--- config.mk ---
export PLATFORM = sky130hd
export DESIGN_NAME = pipe_ctrl_gen
export DESIGN_NICKNAME = d
export VERILOG_FILES = /design/src/rtl/pipe_ctrl_gen_pkg.sv /design/src/rtl/pipe_ctrl_gen_stall_mon.sv /design/src/rtl/pipe_ctrl_gen.sv
export SDC_FILE = /design/constraint.sdc
export NUM_CORES = 1
export LEC_CHECK = 0
export CAP_MARGIN = 10
export CORE_MARGIN = 5
export CORE_UTILIZATION = 40
export DETAILED_ROUTE_END_ITERATION = 10
export HOLD_SLACK_MARGIN = 0.05
export MAX_ROUTING_LAYER = met4
export PLACE_DENSITY = 0.77
export SLEW_MARGIN = 20
export SYNTH_ARGS = -nofsm -noshare
export SYNTH_HDL_FRONTEND = slang
export SYNTH_SLANG_ARGS = --single-unit
--- constraint.sdc ---
create_clock -name clk -period 2.2 [get_ports clk]
set_input_delay 0.44 -clock clk [delete_from_list [all_inputs] [get_ports clk]]
set_output_delay 0.44 -clock clk [all_outputs]
set_load 0.05 [all_outputs]
--- src/rtl/pipe_ctrl_gen_pkg.sv ---
// Shared constants for the OpenMIPS pipeline control unit: reset and stall
// levels, stage indices, default exception vector and FSM encodings.
package pipe_ctrl_gen_pkg;

    // Signal levels
    localparam logic RstEnable  = 1'b1;
    localparam logic RstDisable = 1'b0;
    localparam logic Stop       = 1'b1;
    localparam logic NoStop     = 1'b0;

    // Stall mask bit positions (bit k is the register after stage k)
    localparam int StagePc  = 0;
    localparam int StageIf  = 1;
    localparam int StageId  = 2;
    localparam int StageEx  = 3;
    localparam int StageMem = 4;
    localparam int StageWb  = 5;

    // Redirect target for non-ERET exceptions
    localparam logic [31:0] ExcVectorDefault = 32'h0000_0020;

    // Flush sequencer states
    localparam logic [0:0] StateIdle  = 1'b0;
    localparam logic [0:0] StateFlush = 1'b1;

    // ERET returns to the saved EPC; every other exception goes to the vector
    function automatic logic [31:0] flush_target(
        input logic        eret,
        input logic [31:0] epc,
        input logic [31:0] vector
    );
        logic [31:0] target;
        if (eret) begin
            target = epc;
        end else begin
            target = vector;
        end
        return target;
    endfunction

endpackage

--- src/rtl/pipe_ctrl_gen_stall_mon.sv ---
// Stall monitor: saturating count of stalled cycles plus a sticky watchdog
// that flags a run of STALL_TIMEOUT consecutive stalled cycles.
module pipe_stall_mon
    import pipe_ctrl_gen_pkg::*;
#(
    parameter int CNT_W         = 32,
    parameter int STALL_TIMEOUT = 1024
) (
    input  logic             clk,
    input  logic             rst,
    input  logic             stall_any,
    input  logic             flush,
    input  logic             perf_clr,
    output logic [CNT_W-1:0] stall_cnt,
    output logic             stall_timeout
);

    localparam int RUN_W = (STALL_TIMEOUT > 0) ? $clog2(STALL_TIMEOUT + 1) : 1;
    localparam logic WDOG_EN = (STALL_TIMEOUT > 0);
    localparam logic [RUN_W-1:0] RUN_LIMIT = WDOG_EN ? RUN_W'(STALL_TIMEOUT - 1) : {RUN_W{1'b0}};
    localparam logic [RUN_W-1:0] RUN_MAX   = {RUN_W{1'b1}};
    localparam logic [RUN_W-1:0] RUN_ONE   = RUN_W'(1);
    localparam logic [CNT_W-1:0] CNT_MAX   = {CNT_W{1'b1}};
    localparam logic [CNT_W-1:0] CNT_ONE   = CNT_W'(1);

    logic [CNT_W-1:0] cnt_r;
    logic [RUN_W-1:0] run_r;
    logic             timeout_r;
    logic             stall_active_s;

    // A flush cycle never counts as a stalled cycle
    always_comb begin
        stall_active_s = stall_any & ~flush;
    end

    // Performance counter: clear beats increment, saturate at all-ones
    always_ff @(posedge clk) begin
        if (rst == RstEnable) begin
            cnt_r <= {CNT_W{1'b0}};
        end else if (perf_clr) begin
            cnt_r <= {CNT_W{1'b0}};
        end else if (stall_active_s && (cnt_r != CNT_MAX)) begin
            cnt_r <= cnt_r + CNT_ONE;
        end else begin
            cnt_r <= cnt_r;
        end
    end

    // Consecutive-stall run length, cleared by any non-stalled cycle
    always_ff @(posedge clk) begin
        if (rst == RstEnable) begin
            run_r <= {RUN_W{1'b0}};
        end else if (!stall_active_s) begin
            run_r <= {RUN_W{1'b0}};
        end else if (run_r != RUN_MAX) begin
            run_r <= run_r + RUN_ONE;
        end else begin
            run_r <= run_r;
        end
    end

    // Sticky timeout flag; only reset clears it
    always_ff @(posedge clk) begin
        if (rst == RstEnable) begin
            timeout_r <= 1'b0;
        end else if (WDOG_EN && stall_active_s && (run_r >= RUN_LIMIT)) begin
            timeout_r <= 1'b1;
        end else begin
            timeout_r <= timeout_r;
        end
    end

    assign stall_cnt     = cnt_r;
    assign stall_timeout = timeout_r;

endmodule

--- src/rtl/pipe_ctrl_gen.sv ---
// Pipeline control unit: prefix stall mask, exception/ERET flush sequencer
// with redirect PC, and a stall performance monitor.
module pipe_ctrl_gen
    import pipe_ctrl_gen_pkg::*;
#(
    parameter int          NUM_STAGES    = 6,
    parameter int          FLUSH_CYCLES  = 1,
    parameter logic [31:0] EXC_VECTOR    = ExcVectorDefault,
    parameter int          CNT_W         = 32,
    parameter int          STALL_TIMEOUT = 1024
) (
    input  logic                  clk,
    input  logic                  rst,
    input  logic [NUM_STAGES-1:0] stallreq,
    input  logic                  excp_valid,
    input  logic                  excp_eret,
    input  logic [31:0]           epc_in,
    input  logic                  perf_clr,
    output logic [NUM_STAGES-1:0] stall,
    output logic                  flush,
    output logic [31:0]           new_pc,
    output logic [CNT_W-1:0]      stall_cnt,
    output logic                  stall_timeout
);

    localparam int FCNT_W = (FLUSH_CYCLES > 1) ? $clog2(FLUSH_CYCLES) : 1;
    localparam logic MULTI_FLUSH = (FLUSH_CYCLES > 1);
    localparam logic [FCNT_W-1:0] FCNT_LOAD = MULTI_FLUSH ? FCNT_W'(FLUSH_CYCLES - 2) : {FCNT_W{1'b0}};
    localparam logic [FCNT_W-1:0] FCNT_ONE  = FCNT_W'(1);

    logic [0:0]            state_r;
    logic [FCNT_W-1:0]     fcnt_r;
    logic [31:0]           pc_lat_r;
    logic [NUM_STAGES-1:0] mask_s;
    logic [31:0]           exc_pc_s;
    logic                  stall_any_s;

    // Highest requesting stage stalls itself and everything upstream of it
    genvar k;
    generate
        for (k = 0; k < NUM_STAGES; k++) begin : g_mask
            assign mask_s[k] = |stallreq[NUM_STAGES-1:k];
        end
    endgenerate

    // Redirect target for an exception accepted this cycle
    always_comb begin
        exc_pc_s = flush_target(excp_eret, epc_in, EXC_VECTOR);
    end

    // Output priority: reset, then flush (new or in progress), then stall
    always_comb begin
        if (rst == RstEnable) begin
            stall  = {NUM_STAGES{NoStop}};
            flush  = 1'b0;
            new_pc = 32'h0000_0000;
        end else if (state_r == StateFlush) begin
            stall  = {NUM_STAGES{NoStop}};
            flush  = 1'b1;
            new_pc = pc_lat_r;
        end else if (excp_valid) begin
            stall  = {NUM_STAGES{NoStop}};
            flush  = 1'b1;
            new_pc = exc_pc_s;
        end else begin
            stall  = mask_s;
            flush  = 1'b0;
            new_pc = 32'h0000_0000;
        end
    end

    // Flush sequencer: holds flush for the remaining FLUSH_CYCLES-1 cycles
    always_ff @(posedge clk) begin
        if (rst == RstEnable) begin
            state_r  <= StateIdle;
            fcnt_r   <= {FCNT_W{1'b0}};
            pc_lat_r <= 32'h0000_0000;
        end else begin
            case (state_r)
                StateIdle: begin
                    if (excp_valid && MULTI_FLUSH) begin
                        state_r  <= StateFlush;
                        fcnt_r   <= FCNT_LOAD;
                        pc_lat_r <= exc_pc_s;
                    end else begin
                        state_r  <= StateIdle;
                    end
                end
                StateFlush: begin
                    if (fcnt_r == {FCNT_W{1'b0}}) begin
                        state_r <= StateIdle;
                    end else begin
                        fcnt_r  <= fcnt_r - FCNT_ONE;
                    end
                end
                default: begin
                    state_r <= StateIdle;
                    fcnt_r  <= {FCNT_W{1'b0}};
                end
            endcase
        end
    end

    // Any stalled register counts as a stalled cycle
    always_comb begin
        stall_any_s = (stall != {NUM_STAGES{NoStop}});
    end

    pipe_stall_mon #(
        .CNT_W         (CNT_W),
        .STALL_TIMEOUT (STALL_TIMEOUT)
    ) u_stall_mon (
        .clk           (clk),
        .rst           (rst),
        .stall_any     (stall_any_s),
        .flush         (flush),
        .perf_clr      (perf_clr),
        .stall_cnt     (stall_cnt),
        .stall_timeout (stall_timeout)
    );

endmodule

==> results.toml, run 1 <==
[timing]
fin_crit_ns = 2.158
relSlewSlack_pct = 62.16
setup_viol = 0
final_max_slew_viol_count = 0
worst_slew_pin_slew_ns = 0.5666
fin_skew_ns = 0.003791
fmax_mhz = 463.5
tns_ns = 0
rsz0062_at_grt = "false"
hold_violations = 0
holdWs_ns = 0.5095
timing.final.crit_share_pct = 98.08

[power]
power.density_nw_per_um2 = 376.9
p_total_mw = 1.719
peakVddDrop_mv = 0.3096
p_leak_nw = 1.765

[outcome]
status = "finished clean"

[worst_hold_path]
hold_path.class = "reg2reg"

[synth]
synth_top_area_share_pct = 35.31
ys_types = 50
avgSynthCellArea_um2 = 8.127
ys_warn_count = 0
ys_seq_area_share_pct = 35.31
synth_edf_count = 0
synthTopCellsByArea = "dfxtp_1, and3_1, a21oi_1, or3_1, o21ai_0"
synth_area_leader_cell = "dfxtp_1"
synth_fp_nets = 352
ys_ff_latch = 44
netlist_area_um2 = 2495
synth_flop_cell = "dfxtp_1"
synthCells = 307
async_flop_share_pct = 0

[cts]
holdBufCountCts = 0
clk_path_buf_depth = 2
clkLatencyLatePin_ns = 0.29
cts_tree = "built"
cts_made_buffers = 5
cts_sinks = 44
htreeDepth = 2
clk_pin_slew_ns = 0.08
clockRootBuffer = "clkbuf_8"

[die]
start_util_pct = 41.65
dieWidth_um = 88.98
core_um2 = 5991
dieArea_um2 = 7917
fp-row-count = 28
ios = 115
die_height_um = 88.98

[routing]
drt_first_pass_iters = 4
vias = 2950
vias_per_cell = 5.598
drt-total-wl_um = 8839
ant_nets = 0
wl_per_cell_um = 16.77
drtIter0Drc = 96
drc_errors = 0

[placed_design]
dpl.hpwl_um = 6429
portBuffers = 114
place_congestion = 0.8378
placedCellCount = 515

[final_layout]
n_fill_cell = 397
regArea_um2 = 880.8
multi_input_area_um2 = 1615
area.growth.synth_to_final_pct = 82.85
drive_above_1_share_pct = 25.44
final_nets = 496
diodes = 0
final_cell_count_no_fill = 527

[global_routing]
grt_overflow = 0
first_global_vias = 2780
grtUsageMet2_pct = 34.21
top_usage_layer = "met2"
antenna_found_initial = 0
grt_pass1_wl_um = 12640
use_met1_pct = 23.62
grt.met3_usage_pct = 8.387
grt_usage_pct = 20.92
grt_max_degree = 34

[setup_path]
cp.required_ns = 1.76
crit_arrival_ns = 1.72
start_kind = "input pin"
critical_path_class = "in2out"
cp-end-kind = "output pin"
path_max_fanout = 2

[flow_run]
cap_viol_max_count = 0
final cells by class:
cell class	instances	share of cell area, %
clock buffers	8	1.975
inverters	6	0.4937
multi-input cells	243	35.41
flip-flops and latches	44	19.31
well taps	75	2.057
repair buffers	151	40.76
path summary, 6_finish.rpt:
check             cells past startpoint                      start  slack, ns                         to
setup reg to reg                      6  u_stall_mon.stall_cnt[31]       0.18  u_stall_mon.stall_cnt[12]
hold / removal                        2  u_stall_mon.stall_cnt[22]       0.51  u_stall_mon.stall_cnt[22]
hold reg to reg                       2  u_stall_mon.stall_cnt[22]       0.51  u_stall_mon.stall_cnt[22]
setup / recovery                      7                stallreq[3]       0.04                   stall[2]
cell families (layout without fill, tap and decap cells):
| group | after synthesis | in the layout | synth area share, % |
|---|---|---|---|
| AOI/OAI and AO/OA | 70 | 70 | 17.55 |
| and+or+nand+nor | 159 | 159 | 37.86 |
| buffers and inverters | 20 | 165 | 3.962 |
| DFF | 44 | 44 | 35.31 |
| adders and majority gates | 2 | 2 | 1.003 |
| xor gates and xnor gates | 10 | 10 | 3.511 |
| muxes | 2 | 2 | 0.8024 |
power breakdown:
part | switching (mW) | internal [mW] | leakage (nW)
Clock | 0.266 | 0.256 | 0.0455
Combinational | 0.191 | 0.205 | 1.36
Sequential | 0.00298 | 0.798 | 0.355
Total | 0.460 | 1.26 | 1.77
critical path, stage by stage:
cell and delay, ns:
clkdlybuf4s50_1 0.42, nor3_2 0.23, buf_4 0.17, buf_4 0.12, nor2_4 0.04, a21o_1 0.16
buf_6 0.15
metal layers:
metal / vias up / routed length, um
met5: - / 0
met4: 0 / 150
met3: 16 / 920
met2: 143 / 4425
met1: 1356 / 3342
li1: 1435 / -
cells in the mapped netlist (2+ instances only):
master and n:
nand3_1 14, dfxtp_1 44, or4_1 8, mux2i_1 2
o211ai_1 2, and2_2 2, nor2_1 20, and4_1 3
xnor2_1 3, ha_1 2, o21ai_0 20, nor3_1 2
and3_1 35, nand4_2 2, clkbuf_1 10, and3_2 2
nand4_1 10, o41ai_1 2, a21oi_1 29, or3_1 18
and4_2 3, a21o_1 2, and2_1 8, xor2_1 7
inv_1 5, nand2_1 23, o31ai_1 6
repair_timing:
action	CTS	global route
setup endpoints to repair	35	40
resized for setup	4	19
cloned	0	4
pin swaps	1	3
setup buffers	0	0
registers in the layout, summed over array words and instances (netlist names):
register	flops
u_stall_mon.stall_timeout	1
u_stall_mon.stall_cnt	32
u_stall_mon.run_r	11
layout by cell type, fill, tap and decap left out, types with 3 or more instances in the layout:
| master | synthesis | layout |
|---|---|---|
| nand2_1 | 23 | 23 |
| and4_1 | 3 | 3 |
| and4_2 | 3 | 3 |
| clkdlybuf4s50_1 | 0 | 72 |
| a21oi_1 | 29 | 29 |
| o31ai_1 | 6 | 6 |
| inv_1 | 5 | 5 |
| nor2_1 | 20 | 19 |
| clkbuf_8 | 1 | 6 |
| and2_1 | 8 | 8 |
| nand4_1 | 10 | 10 |
| xnor2_1 | 3 | 3 |
| and3_4 | 0 | 8 |
| dlymetal6s2s_1 | 0 | 3 |
| buf_6 | 1 | 4 |
| clkbuf_16 | 0 | 3 |
| dfxtp_1 | 44 | 44 |
| xor2_1 | 7 | 7 |
| o21ai_0 | 20 | 20 |
| and3_1 | 35 | 27 |
| nand3_1 | 14 | 14 |
| or4_1 | 8 | 8 |
| or3_1 | 18 | 18 |
| buf_4 | 0 | 32 |
| buf_12 | 0 | 37 |
stage by stage:
stage,setup WS [ns],area (um^2),util [%]
2_1_floorplan,0.03867,2502,-
3_3_place_gp,-0.1960,4273,71.32
6_report,0.04234,4562,76.15
5_1_grt,0.004370,4562,76.15
3_5_place_dp,-0.2730,4273,71.32
4_1_cts,0.002338,4382,73.14
Note: power is estimated with default switching activity, not from simulation.
==> run 2: changes to the inputs <==
ABC_AREA = 1   (was not set)
PLACE_DENSITY = 0.72   (was 0.77)
RECOVER_POWER = 50   (was not set)
==> results.toml, run 2 <==
[synth]
synth_top_area_share_pct = 29.28
async_flop_share_pct = 0
synth_flop_cell = "dfxtp_1"
synth_common_cells = "nand2_1, nor2_1, inv_1, dfxtp_1, nand3_1"
synthCells = 519
avgSynthCellArea_um2 = 5.796
synth_area_leader_cell = "dfxtp_1"
ys_ff_latch = 44
ys_types = 28
synth_edf_count = 0
netlist_area_um2 = 3008
synthTopCellsByArea = "dfxtp_1, nand2_1, nor2_1, inv_1, nand3_1"
synth_fp_nets = 564
ys_seq_area_share_pct = 29.28
ys_warn_count = 0
synth_most_common_cell = "nand2_1"

[power]
p_leak_nw = 2.054
peakVddDrop_mv = 0.3107
power.density_nw_per_um2 = 371.0

[final_layout]
fin_util_pct = 68.36
final_cell_mix = "nand2_1, inv_1, nor2_1"
drive_above_1_share_pct = 17.98
largest_reg_flops = 32
n_fill_cell = 663
final_cell_count_no_fill = 744
final_cell_area_um2 = 4985
diodes = 0
area.growth.synth_to_final_pct = 65.72
final_common_cell = "nand2_1"
final_nets = 689

[cts]
cts_sinks = 44
clkLatencyLatePin_ns = 0.30
htreeDepth = 2
cts_tree = "built"
clk_pin_slew_ns = 0.09
holdBufCountCts = 0
cts_made_buffers = 5
cts.repair.resized = 0
clk_path_buf_depth = 2
post_cts_buffers = 0
clockRootBuffer = "clkbuf_8"

[placed_design]
placedCellCount = 735
place_area_um2 = 4860
portBuffers = 114
dpl.hpwl_um = 7815
place_congestion = 0.9333

[setup_path]
start_kind = "input pin"
cp-end-kind = "output pin"
cp.required_ns = 1.76
cpMostUsedCell = "buf_12"
path_max_fanout = 11
slowest_stage = "clkdlybuf4s50_1"
path_cells = "clkdlybuf4s50_1, inv_1, nor2_4, nand2_4, buf_12, nor2_2, buf_12"
slowest_delay_ns = 0.48
crit_arrival_ns = 1.69
critical_path_class = "in2out"

[die]
dieArea_um2 = 9354
fp-row-count = 31
die_height_um = 96.72
start_util_pct = 41.25
core_um2 = 7292
ios = 115
dieWidth_um = 96.72

[worst_hold_path]
hold_path.class = "reg2reg"

[outcome]
status = "finished clean"

[routing]
drc_errors = 0
drt-total-wl_um = 9335
wl_per_cell_um = 12.55
ant_nets = 0
drt_first_pass_iters = 5
vias = 3489
drtIter0Drc = 103
vias_per_cell = 4.690

[timing]
timing.final.crit_share_pct = 96.90
setup_viol = 0
relSlewSlack_pct = 63.70
fin_skew_ns = 0.008046
hold_violations = 0
rsz0062_at_grt = "false"
tns_ns = 0
worst_slew_pin_slew_ns = 0.5427
final_max_slew_viol_count = 0
fin_crit_ns = 2.132
fmax_mhz = 469.1

[global_routing]
grt_max_degree = 28
first_global_vias = 3446
grt_pass1_wl_um = 15730
antenna_found_initial = 0
grt_usage_pct = 20.56
grt_overflow = 0

[flow_run]
cap_viol_max_count = 0
run 2: power breakdown:
part | internal (mW) | switching, mW
combinational | 0.193 | 0.212
clock | 0.342 | 0.300
sequential | 0.799 | 0.00329
total | 1.33 | 0.515
run 2: kinds of logic (layout without fill, tap and decap cells):
logic type      Yosys count  count (layout)  share of synthesized area [%]
simple gates            322             322                          43.34
buf+inv                  89             215                          12.56
compound gates           44              44                          8.735
flops                    44              44                          29.28
xor+xnor                 18              18                          5.241
fa+ha+maj                 2               2                         0.8318
run 2: worst max-delay path: cells and delay by family:
kind,cells,cell delay (ns)
AND/OR/NAND/NOR,3,0.36
buffers and inverters,4,0.89
run 2: area by class of cell:
type / instances / area, um^2 / share of cell area, %
clock buffer: 5 / 68.82 / 1.381
clock inverter: 3 / 47.55 / 0.9538
inverter: 77 / 289.0 / 5.798
multi-input combinational: 386 / 1919 / 38.50
sequential: 44 / 880.8 / 17.67
tap: 99 / 123.9 / 2.485
timing repair buffer: 130 / 1655 / 33.21
run 2: per-layer routing:
| layer | track usage (%) | vias up | wire length [um] |
|---|---|---|---|
| li1 | - | 1806 | - |
| met1 | 20.94 | 1544 | 3504 |
| met2 | 37.21 | 128 | 4734 |
| met3 | 7.842 | 11 | 926 |
| met4 | 4.860 | 0 | 170 |
| met5 | - | - | 0 |
run 2: path summary, 6_finish.rpt:
path	slack, ns	end	start	depth (start not counted)
worst max-delay path	0.07	new_pc[14]	excp_valid	7
worst min-delay path	0.46	u_stall_mon.stall_timeout	u_stall_mon.stall_timeout	2
worst max register to register	0.20	u_stall_mon.stall_cnt[2]	u_stall_mon.stall_cnt[0]	10
worst min register to register	0.46	u_stall_mon.stall_timeout	u_stall_mon.stall_timeout	2
run 2: through the flow:
stage	hold slack [ns]	power (mW)	worst slack, ns
after floorplan	0.4475	1.008	0.04765
final	0.4582	1.850	0.06825
after global routing	0.4764	1.916	0.01380
after CTS	0.4646	1.865	0.03421
after global placement	0.4427	1.228	0.06280
after detailed placement	0.4477	1.232	0.03499
==> run 3: changes to the inputs <==
CELL_PAD_IN_SITES_DETAIL_PLACEMENT = 1   (was not set)
CELL_PAD_IN_SITES_GLOBAL_PLACEMENT = 2   (was not set)
CORE_UTILIZATION = 21   (was 40)
CTS_CLUSTER_DIAMETER = 30   (was not set)
PLACE_DENSITY = 0.77   (was 0.72)
==> results.toml, run 3 (synthesized netlist as in run 2, its figures left out) <==
[setup_path]
critical_path_class = "in2out"
cpLargestDelayFamily = "buffers and inverters"
cp.required_ns = 1.76
crit_arrival_ns = 1.70
path_buf_inv = 3
path_cells = "dlygate4sd3_1, nand2_4, buf_4, nor2_1, buf_12"
start_kind = "input pin"
timing.rr.start = "u_stall_mon.stall_cnt[0]"
rrSetupSlack_ns = 0.23
path_max_fanout = 10
slowest_delay_ns = 0.60
slowest_stage = "dlygate4sd3_1"
cp-end-kind = "output pin"
rr_endpoint = "u_stall_mon.stall_cnt[22]"
r2r_cells = 11

[timing]
worst_slew_pin_slew_ns = 0.6163
fin_crit_ns = 2.138
fin_skew_ns = 0.004725
relSlewSlack_pct = 59.09
finalWorstSetupSlack_ns = 0.06195
rsz0062_at_grt = "false"
tns_ns = 0
timing.final.crit_share_pct = 97.18
final_max_slew_viol_count = 0
hold_violations = 0
fmax_mhz = 467.7
setup_viol = 0

[cts]
clkLatencyLatePin_ns = 0.29
cts_made_buffers = 5
cts_sinks = 44
post_cts_buffers = 0
clockRootBuffer = "clkbuf_16"
clk_pin_slew_ns = 0.07
htreeDepth = 2
clk_path_buf_depth = 2
cts_tree = "built"

[routing]
ant_nets = 0
vias = 3532
drt-total-wl_um = 11400
drtIter0Drc = 99
drc_errors = 0
vias_per_cell = 4.292
drt_first_pass_iters = 4
wl_per_cell_um = 13.85

[placed_design]
place_congestion = 0.8312
place_ws_ns = 0.0006071
portBuffers = 114
dpl.hpwl_um = 9587

[power]
peakVddDrop_mv = 0.2312
p_leak_nw = 1.948
power.density_nw_per_um2 = 397.4

[die]
core_um2 = 13990
dieWidth_um = 129.7
ios = 115
dieArea_um2 = 16820
fp-row-count = 43
start_util_pct = 21.50
die_height_um = 129.7

[final_layout]
drive_above_1_share_pct = 16.33
multi_input_area_um2 = 1913
final_common_cell = "nand2_1"
n_fill_cell = 1788
largest_reg_flops = 32
diodes = 0
final_cell_mix = "nand2_1, inv_1, nor2_1"
area.growth.synth_to_final_pct = 66.93
regArea_um2 = 880.8
final_nets = 687

[flow_run]
cap_viol_max_count = 0

[global_routing]
first_global_vias = 3738
grt_max_degree = 28
grt_pass1_wl_um = 18480
grt_overflow = 0
grt_usage_pct = 14.18
antenna_found_initial = 0

[worst_hold_path]
hold_end = "u_stall_mon.stall_timeout"
holdCritStartpoint = "u_stall_mon.stall_timeout"
min_path_cells = 2
hold_path.class = "reg2reg"

[outcome]
status = "finished clean"
run 3: power by group:
group | internal, mW | switching [mW]
registers | 0.799 | 0.00358
clock network | 0.452 | 0.342
logic | 0.181 | 0.216
run 3: worst register-to-register path, cell delays in order, from the launching register on:
cell and delay [ns]:
dfxtp_1 0.42, ha_1 0.21, inv_1 0.09, nor2_4 0.19, nand2_4 0.09, nor2_4 0.14
nand2_2 0.08, nand2_2 0.19, inv_1 0.10, buf_6 0.18, nand2_1 0.09, a21oi_1 0.06
run 3: metal layers:
| metal | global-route usage (%) | vias to the layer above | wire length [um] |
|---|---|---|---|
| met5 | - | - | 0 |
| met4 | 2.995 | 0 | 133 |
| met3 | 4.905 | 9 | 932 |
| met2 | 24.60 | 95 | 5672 |
| met1 | 15.78 | 1620 | 4660 |
| li1 | - | 1808 | - |
run 3: worst max-delay path by stage:
stage / slack, ns / start / endpoint / cells past startpoint
6_report: 0.06 / excp_eret / new_pc[25] / 5
5_1_grt: 0.02 / u_stall_mon.stall_cnt[0] / u_stall_mon.stall_cnt[22] / 11
2_1_floorplan: 0.05 / excp_valid / new_pc[11] / 5
3_3_place_gp: 0.05 / rst / stall[2] / 5
3_5_place_dp: 0.0006 / stallreq[5] / u_stall_mon.stall_cnt[22] / 10
4_1_cts: 0.005 / excp_valid / new_pc[19] / 7
run 3: layout make-up:
type / instances / share of cell area [%]
tap: 180 / 4.485
sequential: 44 / 17.54
clock inverter: 2 / 0.2990
clock buffer: 6 / 2.766
multi-input combinational: 386 / 38.10
timing repair buffer: 128 / 31.05
inverter: 77 / 5.756
run 3: repair_timing:
item,4_1_cts,5_1_grt
hold buffers,0,0
setup endpoints to repair,0,22
resized for setup,0,20
run 3: per-stage QoR:
| stage | instances | power [mW] | util (%) | cell area (um^2) | hold slack (ns) |
|---|---|---|---|---|---|
| floorplan | 519 | 1.008 | - | 3142 | 0.4475 |
| global placement | 814 | 1.233 | 35.45 | 4959 | 0.4508 |
| detailed placement | 814 | 1.239 | 35.45 | 4959 | 0.4498 |
| CTS | 822 | 2.051 | 36.55 | 5112 | 0.4604 |
| global route | 823 | 2.081 | 35.89 | 5021 | 0.4903 |
| finish | 823 | 1.995 | 35.89 | 5021 | 0.4571 |
